`src/rtl/quad_step_ctrl.sv`:
```
`timescale 1ns/1ps
`default_nettype none
// ============================================================================
// quad_step_ctrl : quadrature encoder front end. Synchronises and filters
//                  A/B/Z, decodes x1/x2/x4 count strobes, index load, err.
//                  Optional macro QUAD_STEP_ERR_CNT_EN adds err_cnt[7:0].
// Revision 1.0 - initial release
// ============================================================================
module quad_step_ctrl #(
  parameter int W        = 16,
  parameter int FILT_LEN = 4
) (
  input  logic         clk,
  input  logic         rst,
  input  logic         enable,
  input  logic [1:0]   mode,
  input  logic         a_in,
  input  logic         b_in,
  input  logic         z_in,
  input  logic         index_en,
  input  logic [W-1:0] index_val,
  output logic         ce,
  output logic         load,
  output logic         up_down,
  output logic [W-1:0] load_val,
`ifdef QUAD_STEP_ERR_CNT_EN
  output logic [7:0]   err_cnt,
`endif
  output logic         err
);

  localparam logic [7:0] FILT_LAST = 8'(FILT_LEN - 1);

  logic [2:0] pin_raw;
  logic [2:0] pin_filt;

  assign pin_raw = {z_in, b_in, a_in};

  // Per-pin two-flop synchroniser followed by a stability filter
  for (genvar i = 0; i < 3; i++) begin : g_pin
    logic       meta_q, meta_d;
    logic       sync_q, sync_d;
    logic       filt_q, filt_d;
    logic [7:0] cnt_q, cnt_d;

    always_comb begin
      meta_d = pin_raw[i];
      sync_d = meta_q;
      filt_d = filt_q;
      cnt_d  = 8'd0;
      if (sync_q != filt_q) begin
        if (cnt_q == FILT_LAST) begin
          filt_d = sync_q;
        end else begin
          cnt_d = cnt_q + 8'd1;
        end
      end
    end

    always_ff @(posedge clk or posedge rst) begin
      if (rst) begin
        meta_q <= 1'b0;
        sync_q <= 1'b0;
        filt_q <= 1'b0;
        cnt_q  <= 8'd0;
      end else begin
        meta_q <= meta_d;
        sync_q <= sync_d;
        filt_q <= filt_d;
        cnt_q  <= cnt_d;
      end
    end

    assign pin_filt[i] = filt_q;
  end

  logic [1:0]   ab_q, ab_d;
  logic         z_prev_q, z_prev_d;
  logic         ce_q, ce_d;
  logic         load_q, load_d;
  logic         err_q, err_d;
  logic         up_down_q, up_down_d;
  logic [W-1:0] load_val_q, load_val_d;

  logic [1:0] ab_now;
  logic [1:0] ab_diff;
  logic [1:0] up_next;
  logic       illegal;
  logic       step_up;
  logic       qual;
  logic       index_evt;

  always_comb begin
    ab_now  = {pin_filt[0], pin_filt[1]};
    ab_diff = ab_now ^ ab_q;
    illegal = &ab_diff;

    // Forward Gray order is 00 -> 10 -> 11 -> 01 -> 00
    case (ab_q)
      2'b00:   up_next = 2'b10;
      2'b10:   up_next = 2'b11;
      2'b11:   up_next = 2'b01;
      default: up_next = 2'b00;
    endcase
    step_up = (ab_now == up_next);

    case (mode)
      2'b00:   qual = ((ab_q == 2'b00) && (ab_now == 2'b10)) ||
                      ((ab_q == 2'b10) && (ab_now == 2'b00));
      2'b01:   qual = (ab_diff == 2'b10);
      default: qual = (ab_diff != 2'b00) && !illegal;
    endcase

    index_evt = pin_filt[2] & ~z_prev_q & index_en;

    ab_d       = ab_now;
    z_prev_d   = pin_filt[2];
    ce_d       = 1'b0;
    load_d     = 1'b0;
    err_d      = 1'b0;
    up_down_d  = up_down_q;
    load_val_d = load_val_q;

    if (enable) begin
      if (index_evt) begin
        ce_d       = 1'b1;
        load_d     = 1'b1;
        load_val_d = index_val;
      end else if (qual) begin
        ce_d      = 1'b1;
        up_down_d = step_up;
      end
      if (illegal) begin
        err_d = 1'b1;
      end
    end
  end

  always_ff @(posedge clk or posedge rst) begin
    if (rst) begin
      ab_q       <= 2'b00;
      z_prev_q   <= 1'b0;
      ce_q       <= 1'b0;
      load_q     <= 1'b0;
      err_q      <= 1'b0;
      up_down_q  <= 1'b1;
      load_val_q <= '0;
    end else begin
      ab_q       <= ab_d;
      z_prev_q   <= z_prev_d;
      ce_q       <= ce_d;
      load_q     <= load_d;
      err_q      <= err_d;
      up_down_q  <= up_down_d;
      load_val_q <= load_val_d;
    end
  end

  assign ce       = ce_q;
  assign load     = load_q;
  assign err      = err_q;
  assign up_down  = up_down_q;
  assign load_val = load_val_q;

`ifdef QUAD_STEP_ERR_CNT_EN
  logic [7:0] err_cnt_q, err_cnt_d;

  always_comb begin
    err_cnt_d = err_cnt_q;
    if (load_q) begin
      err_cnt_d = 8'd0;
    end else if (err_q && (err_cnt_q != 8'hFF)) begin
      err_cnt_d = err_cnt_q + 8'd1;
    end
  end

  always_ff @(posedge clk or posedge rst) begin
    if (rst) begin
      err_cnt_q <= 8'd0;
    end else begin
      err_cnt_q <= err_cnt_d;
    end
  end

  assign err_cnt = err_cnt_q;
`endif

endmodule

`default_nettype wire

```
`config.mk`:
```
export PLATFORM = sky130hd
export DESIGN_NAME = quad_step_ctrl
export DESIGN_NICKNAME = d
export VERILOG_FILES = /design/src/rtl/quad_step_ctrl.sv
export SDC_FILE = /design/constraint.sdc
export NUM_CORES = 1
export LEC_CHECK = 0
export ABC_CLOCK_PERIOD_IN_PS = 2500
export BUFFER_PORTS_ARGS = -buffer_cell sky130_fd_sc_hd__buf_4
export CAP_MARGIN = 20
export CELL_PAD_IN_SITES_DETAIL_PLACEMENT = 0
export CELL_PAD_IN_SITES_GLOBAL_PLACEMENT = 1
export CORE_MARGIN = 10
export CORE_UTILIZATION = 43
export CTS_CLUSTER_DIAMETER = 80
export CTS_CLUSTER_SIZE = 20
export DETAILED_ROUTE_END_ITERATION = 8
export PLACE_DENSITY_LB_ADDON = 0.1
export SYNTH_ARGS = -nofsm -noshare
export SYNTH_HDL_FRONTEND = slang
export SYNTH_SLANG_ARGS = --single-unit
```
`constraint.sdc`:
```
create_clock -name clk -period 2.5 [get_ports clk]
set_input_delay 0.125 -clock clk [delete_from_list [all_inputs] [get_ports clk]]
set_output_delay 0.125 -clock clk [all_outputs]
set_load 0.02 [all_outputs]
```
Word level (Yosys, flattened, before mapping)

Cells that the tools add are included.

Bitwise operators: 5
Muxes and demuxes: 15
$add $sub $neg: 3
Reductions and logical operators: 15
Eq/ne operators: 12

Operator list:

| kind                                                                   | number |
|---|---|
| 8-bit 2-to-1 mux                                                       | 6 |
| 8-bit by 1-bit adder with 8-bit output (second input constant)         | 3 |
| 8-bit by 2-bit equality test with 1-bit output (second input constant) | 3 |
| 2-bit AND reduction                                                    | 5 |
| 2-bit equality test (second input constant)                            | 4 |
| 1-bit 2-to-1 mux                                                       | 7 |
| 2-bit logical NOT                                                      | 3 |
| 2-bit one-hot mux with 3 select lines                                  | 1 |
| 1-bit logical AND                                                      | 3 |
| 1-bit != test                                                          | 3 |
| 3-bit AND reduction                                                    | 1 |
| 1-bit AND                                                              | 2 |
| 2-bit by 1-bit equality test with 1-bit output (second input constant) | 1 |
| 2-bit equality test                                                    | 1 |
| 1-bit inverter                                                         | 2 |
| 1-bit one-hot mux with 2 select lines                                  | 1 |
| 2-bit nonzero test                                                     | 1 |
| 2-bit bitwise XOR                                                      | 1 |
| 1-bit logical NOT                                                      | 1 |
| 1-bit logical OR                                                       | 1 |

Word-level logic and storage cells: 69
Output and inout port bits: 20
Input bits: 25
Bits in registers: 56

Logic depth before layout (Yosys ltp)

Gate-level depths: netlist (run 1).

Depth in word-level cells: 8
Gate-level depth with buffers: 5
Depth with buffers taken out: 5

Worst setup path before layout (run 1)

No wires, ideal clock.

Kind: register to register
Start point: register g_pin[0].filt_q
End point: register up_down_q (netlist: up_down)
Clock period less this slack: 1.873 ns
Setup time: 0.081 ns
Setup slack: 0.627 ns
Arrival time: 1.792 ns
Buffers on the path: 0
Stages on the path, launching flop included: 6
Required time: 2.419 ns
Cells stage by stage: dfrtp_1 xor2_1 ha_1 a21bo_2 or4_1 o211ai_1

Word-level cells in the longest chain between the ends: 6
Elaborated cells between the ends (all ways): 14
Those cells by class: 3 x eq/ne; 1 x mux; 1 x bitwise; 9 x reduce/logical

Ends and longest elaborated chain:

| what                                  | RTL line | text |
|---|---|---|
| from (decl)                           | 43       | `logic filt_q, filt_d;` |
| from (signal assigned)                | 69       | `filt_q <= filt_d;` |
| 2-bit bitwise XOR                     | 95       | `ab_diff = ab_now ^ ab_q;` |
| 2-bit AND reduction                   | 96       | `illegal = &ab_diff;` |
| 1-bit logical NOT                     | 111      | `default: qual = (ab_diff != 2'b00) && !illegal;` |
| 1-bit logical AND                     | 111      |  |
| 1-bit one-hot mux with 2 select lines | 107      | `case (mode)` |
| 3-bit AND reduction (no source line)  | --       |  |
| to (signal assigned)                  | 154      | `up_down_q <= up_down_d;` |
| to (decl)                             | 82       | `logic up_down_q, up_down_d;` |

Parallel ways exist; a longest one is shown, timed or not.
A chain may end at the register's enable or synchronous reset.

Worst setup path in the final report (run 1)

Ends and elaborated chain as after synthesis.

==> results of run 1 <==
## registers in the layout, indices dropped and copies added (netlist names), 2 cells and up
name          cells
g_pin.sync_q      3
load_val         16
g_pin.filt_q      3
g_pin.meta_q      3
ab_q              2
g_pin.cnt_q      24
## layout make-up
| type | count | area share (%) |
|---|---|---|
| clock inverters | 1 | 1.03 |
| flip-flops and latches | 56 | 48.2 |
| well taps | 70 | 3.01 |
| repair buffers | 48 | 12.6 |
| inverters | 8 | 1.03 |
| multi-input cells | 123 | 30.8 |
| clock buffers | 7 | 3.31 |
## cell usage after synthesis, drive strengths merged (3+ instances only)
master  instances
a21oi           9
dfrtp          55
inv             8
xor2            9
mux2           19
xnor2           7
nand3          12
ha              5
nand4           3
nor2           15
nand2           6
or3             9
o21ai          11
## metal layers
metal	GRT usage, %	wire [um]	vias to the layer above
met5	0	0	-
met3	5.12	369	5
met4	3.04	53	0
met1	11.8	1830	756
li1	-	-	765
met2	18.4	2300	33
## critical path: cells and delay by family (launching register included)
family | cells | cell delay, ps
adder cells (fa/ha/maj) | 1 | 300
AND/OR/NAND/NOR | 1 | 490
XOR/XNOR | 1 | 330
flip-flops | 1 | 460
AO/OA/AOI/OAI | 2 | 380
## path summary, 6_finish.rpt
path	from	end	slack, ps	cells after the start
max	g_pin[0].filt_q	up_down	460	5
min	rst	g_pin[2].cnt_q[4]	7	3
max reg2reg	g_pin[0].filt_q	up_down	460	5
min reg2reg	g_pin[1].meta_q	g_pin[1].sync_q	360	0
max in group asynchronous	rst	g_pin[0].cnt_q[6]	2040	3
min in group clk	index_val[11]	load_val[11]	50	2
## kinds of logic after synthesis
logic type                 Yosys count
and+or+nand+nor                     56
DFF                                 56
AOI/OAI and AO/OA                   27
muxes                               19
xor gates and xnor gates            16
buffers and inverters                9
adders and majority gates            5
## repair_timing
item / CTS / global route
resized for setup: 0 / 0
endpoints found under the setup margin: 0 / 0
hold buffers: 3 / 0
endpoints found under the hold margin: 3 / 0
## power by group
group	total [mW]	leakage (nW)	internal, mW	switching (mW)
registers	1.38	0.713	1.17	0.209
logic	1.13	0.553	0.548	0.581
clock network	0.620	0.0645	0.353	0.266
total	3.13	1.33	2.07	1.06
==> results by group, run 1 <==
Finish
  – Layout Cell Area excl Fill: around 0.0029 mm2
  – # diodes: 0
  – Finished Layout Cells: around 310
  – Nets@finish: around 270
  – Commonest non-fill, non-tap cell in the layout: dfrtp_1
  – Register area: 0.00140 mm2
  – Layout cells sized above 1: around 33%
  – Fill cell count: about 440
  – Layout overhead on the synthesized area: 24.7%
  – Multi-input logic area: between 800 and 900 um2
  – Fin util: around 56%
  – Most frequent cells in the layout: 55 x dfrtp_1, 45 x buf_4, 19 x mux2_2

Clock network
  – Total CTS buffers: 5
  – Skew-Pair Late Insertion Delay: roughly 300 ps
  – H-tree lvl count: 2
  – Clock Pin Slew Worst Setup and Hold Paths: 90 ps
  – Maximum clock insertion buffer count: 2
  – Post-CTS Setup Inserts: 0
  – Clk sinks: 56
  – Root buffer cell: clkbuf_8
  – CTS tree: done

Die
  – Total die area: a little under 0.009 mm2
  – Initial Util: between 40% and 50%
  – Chip width: 93.7 um
  – Top Ports: 45
  – Die H: around 94 um
  – Core area: about 0.0052 mm2
  – FP Rows: 26

Setup path
  – Slowest CP cell: or4_1
  – Setup Crit Path Kind: flip-flop to flip-flop
  – CP peak stage delay: between 400 and 500 ps
  – Critical path arrival: between 2000 and 2500 ps
  – Worst-path maximum fanout: 5
  – Crit-path cells: xor2_1 > ha_1 > a21bo_2 > or4_1 > o211ai_1
  – CP endpoint kind: flip-flop
  – CP Launch Type: flip-flop
  – CP required: ~2700 ps

Logic synthesis
  – Number of synthesized flops with an enable pin: 0
  – Post-synthesis mux area share: just over 9%
  – Largest family of logic cells by synthesized area: simple AND/OR/NAND/NOR gates
  – Ys flop type: dfrtp_1
  – Yosys cell types: 31
  – Synth Area in Compound Gates: a little under 8%
  – Yosys reg bits: 56
  – Yosys Warn Count: 0
  – Post-Syn Instances: ~190
  – Syn Nets: ~220
  – Post-synth ARST share: between 90% and 100%
  – Synth top area share: 58.9%
  – Dominant cell type by area after synthesis: dfrtp_1
  – Post-synthesis xor/xnor area fraction: about 6%
  – Seq/Total Area, Yosys: about three fifths
  – Synthesized cell area: about 0.0023 mm2
  – Mean Syn Cell Area: between 10 and 15 um2
  – Dominant cells by area after synthesis: dfrtp_1 59%, mux2_2 9.2%, xor2_1 3.4%
  – Simple-Gate Fraction of Synth Area: ~13%
  – Synth Area in Adders: 2.68%

Timing
  – Slew HR: between 50% and 60%
  – Setup TNS: 0 ps
  – Worst-Margin Slew: between 700 and 800 ps
  – Hold slack: around 7.3 ps
  – Final worst path period need: 2040 ps
  – PnR worst setup slack: 463 ps
  – RSZ-0062 raised after global routing: false
  – Layout Skew: roughly 7.6 ps
  – Fin crit share: around four fifths
  – Hold Vio Cnt, Final: 0
  – Fmax: 491 MHz
  – Slew Viols, Final: 0
  – Setup Viol. Count Final: 0

Route
  – Pre-antenna DRT Iters: 4
  – Vias: 1559
  – Antenna Nets Post-Route: 0
  – Final WL: between 4 and 5 mm
  – Wire length per cell: between 10 and 15 um
  – DR DRC count: 0
  – Post-DR vias/cell: 4.98
  – Initial DRC Count: 52

Place
  – Hpwl dp: about 3.5 mm
  – Dpl cell area: between 0.002 and 0.003 mm2
  – Placed Cells: slightly above 300
  – Place WS: a little under 500 ps
  – Placer Congestion: about 0.8
  – Port bufs: 44

Power
  – Pwr Total: ~3.1 mW
  – Worst IR Drop VDD: 0.615 mV
  – PwrDens: approximately 1100 mW/mm2
  – Leak: approximately 1.3 nW

Run status
  – Status: finished, final reports clean

Global route
  – GRT Total Usage: 10.8%
  – Vias in the first global route: about 1700
  – First-pass GRT wire length: 7.73 mm
  – Initial antenna violation count: 0
  – Largest net degree at the start of global routing: 57
  – Total gr overflow: 0

Worst hold path
  – HP Class: input port to asynchronous set/reset pin

Flow run
  – Max Cap Viol: 0
(Power assumes the default switching activity.)
==> run 2, diff against run 1 <==
- ABC_CLOCK_PERIOD_IN_PS: 2500 -> 2100
- clock period: 2.5 -> 2.1 ns (I/O delays scaled with it)
==> results by group, run 2 (synthesis results as in run 1) <==
Run status
  – Status: finished, violations left (was finished, final reports clean)
  – Failing checks: hold timing

Flow run
  – Max Cap Viol: 0 (unchanged)

Place
  – Hpwl dp: 3.32 mm (was 3.47 mm)
  – Placer Congestion: 0.784 (was 0.790)
  – Dpl cell area: 0.00278 mm2 (was 0.00276 mm2)
  – Placed Cells: 305 (was 302)
  – Port bufs: 44 (unchanged)

Global route
  – First-pass GRT wire length: 7.43 mm (was 7.73 mm)
  – Vias in the first global route: 1636 (was 1690)
  – Initial antenna violation count: 0 (unchanged)
  – GRT Total Usage: 10.5% (was 10.8%)
  – Total gr overflow: 0 (unchanged)
  – Largest net degree at the start of global routing: 57 (unchanged)

Setup path
  – CP required: 2330 ps (was 2720 ps)
  – Setup Crit Path Kind: flip-flop to flip-flop (unchanged)
  – Crit-path cells: xor2_1 > ha_1 > a21bo_2 > or4_1 > o211ai_1 (unchanged)
  – Critical path arrival: 2200 ps (was 2260 ps)
  – Worst-path maximum fanout: 4 (was 5)
  – CP endpoint kind: flip-flop (unchanged)
  – CP Launch Type: flip-flop (unchanged)
  – Slowest CP cell: or4_1 (unchanged)
  – CP peak stage delay: 500 ps (was 490 ps)

Die
  – Die H: 93.7 um (unchanged)
  – FP Rows: 26 (unchanged)
  – Total die area: 0.00878 mm2 (unchanged)
  – Top Ports: 45 (unchanged)
  – Core area: 0.00517 mm2 (unchanged)
  – Initial Util: 45.1% (unchanged)
  – Chip width: 93.7 um (unchanged)

Clock network
  – Clock Pin Slew Worst Setup and Hold Paths: 100 ps (was 90 ps)
  – Post-CTS Setup Inserts: 0 (unchanged)
  – Post-CTS sizing: 0 (unchanged)
  – H-tree lvl count: 2 (unchanged)
  – Maximum clock insertion buffer count: 2 (unchanged)
  – Clk sinks: 56 (unchanged)
  – Total CTS buffers: 5 (unchanged)
  – Skew-Pair Late Insertion Delay: 310 ps (was 300 ps)
  – Root buffer cell: clkbuf_8 (unchanged)
  – CTS tree: done (unchanged)
  – # hold bufs at CTS: 3 (unchanged)

Timing
  – Fmax: 508 MHz (was 491 MHz)
  – Hold Vio Cnt, Final: 30 (was 0)
  – Slew Viols, Final: 0 (unchanged)
  – Setup TNS: 0 ps (unchanged)
  – Fin crit share: 93.8% (was 81.5%)
  – Hold slack: -24.0 ps (was 7.30 ps)
  – Layout Skew: 9.85 ps (was 7.58 ps)
  – Final worst path period need: 1970 ps (was 2040 ps)
  – Slew HR: 53.9% (was 51.3%)
  – Worst-Margin Slew: 691 ps (was 728 ps)
  – RSZ-0062 raised after global routing: false (unchanged)
  – Setup Viol. Count Final: 0 (unchanged)

Finish
  – Layout cells sized above 1: 33.3% (was 32.5%)
  – Most frequent cells in the layout: 55 x dfrtp_1, 48 x buf_4, 19 x mux2_2 (was 55 x dfrtp_1, 45 x buf_4, 19 x mux2_2)
  – Layout Cell Area excl Fill: 0.00297 mm2 (was 0.00291 mm2)
  – Finished Layout Cells: 316 (was 313)
  – Layout overhead on the synthesized area: 27.1% (was 24.7%)
  – Fin util: 57.4% (was 56.3%)
  – Largest register by flop count: g_pin.cnt_q (unchanged)
  – Commonest non-fill, non-tap cell in the layout: dfrtp_1 (unchanged)
  – Number of flip-flops under the largest register name: 24 (unchanged)
  – # diodes: 0 (unchanged)
  – Nets@finish: 275 (was 272)

Route
  – Antenna Nets Post-Route: 0 (unchanged)
  – Met3 Wirelength: 379 um (was 369 um)
  – Vias: 1601 (was 1559)
  – Wire length per cell: 14.1 um (was 14.6 um)
  – Pre-antenna DRT Iters: 4 (unchanged)
  – Post-DR vias/cell: 5.07 (was 4.98)
  – DR DRC count: 0 (unchanged)
  – Initial DRC Count: 40 (was 52)
  – Final WL: 4.45 mm (was 4.56 mm)
  – Routed wl met2: 2.16 mm (was 2.30 mm)
  – DR top layer: met4 (unchanged)
  – Wl on met1: 1.84 mm (was 1.83 mm)

Worst hold path
  – HP Class: input port to asynchronous set/reset pin (unchanged)

Power
  – PwrDens: 1330 mW/mm2 (was 1080 mW/mm2)
  – Leak: 1.36 nW (was 1.33 nW)
  – Worst IR Drop VDD: 0.758 mV (was 0.615 mV)
-- run 2: cell types whose count changed in the layout (fill, tap and decap cells not counted), sizes merged --
cell    before  now
clkbuf       7    5
buf         45   48
bufinv       1    3
-- run 2: where the power goes --
group | total (mW) | internal, mW | switching [mW] | leakage, nW
registers | 1.63 | 1.40 | 0.230 | 0.713
logic | 1.37 | 0.667 | 0.707 | 0.566
clock network | 0.938 | 0.596 | 0.343 | 0.0784
total | 3.94 | 2.66 | 1.28 | 1.36
-- run 2: final timing paths --
| path | startpoint | end | slack [ps] | cells past startpoint |
|---|---|---|---|---|
| max reg2reg | g_pin[0].filt_q | up_down | 130 | 5 |
| max | g_pin[0].filt_q | up_down | 130 | 5 |
| min reg2reg | g_pin[0].meta_q | g_pin[0].sync_q | 360 | 0 |
| min | rst | load_val[9] | -20 | 3 |
| max in group asynchronous | rst | load_val[1] | 1650 | 3 |
| min in group clk | index_val[0] | load_val[0] | 30 | 2 |
-- run 2: metrics by stage --
| step | total power [mW] | setup WS, ps |
|---|---|---|
| 2_1_floorplan | 2.49 | 227 |
| 3_3_place_gp | 3.00 | 227 |
| 3_5_place_dp | 3.04 | 150 |
| 4_1_cts | 3.99 | 128 |
| 5_1_grt | 4.20 | 45.8 |
| 6_report | 3.94 | 130 |
-- run 2: layout make-up --
class	instances	area, um2
Clock buffer	5	68.8
Clock inverter	3	90.1
Fill cell	442	2210
Inverter	8	30.0
Multi-Input combinational cell	123	897
Sequential cell	56	1400
Tap cell	70	87.6
Timing Repair Buffer	51	390
-- run 2: routing by layer --
metal / up-vias / global-route usage, %
met5: - / 0
met3: 7 / 4.96
met2: 35 / 16.4
met4: 0 / 4.56
li1: 771 / -
met1: 788 / 12.1
-- run 2: critical path, delay by kind of cell, from the launching register on --
kind                     cells  cell delay [ps]
AO/OA/AOI/OAI                2              390
XOR/XNOR                     1              310
adder cells (fa/ha/maj)      1              300
flip-flops                   1              400
AND/OR/NAND/NOR              1              500
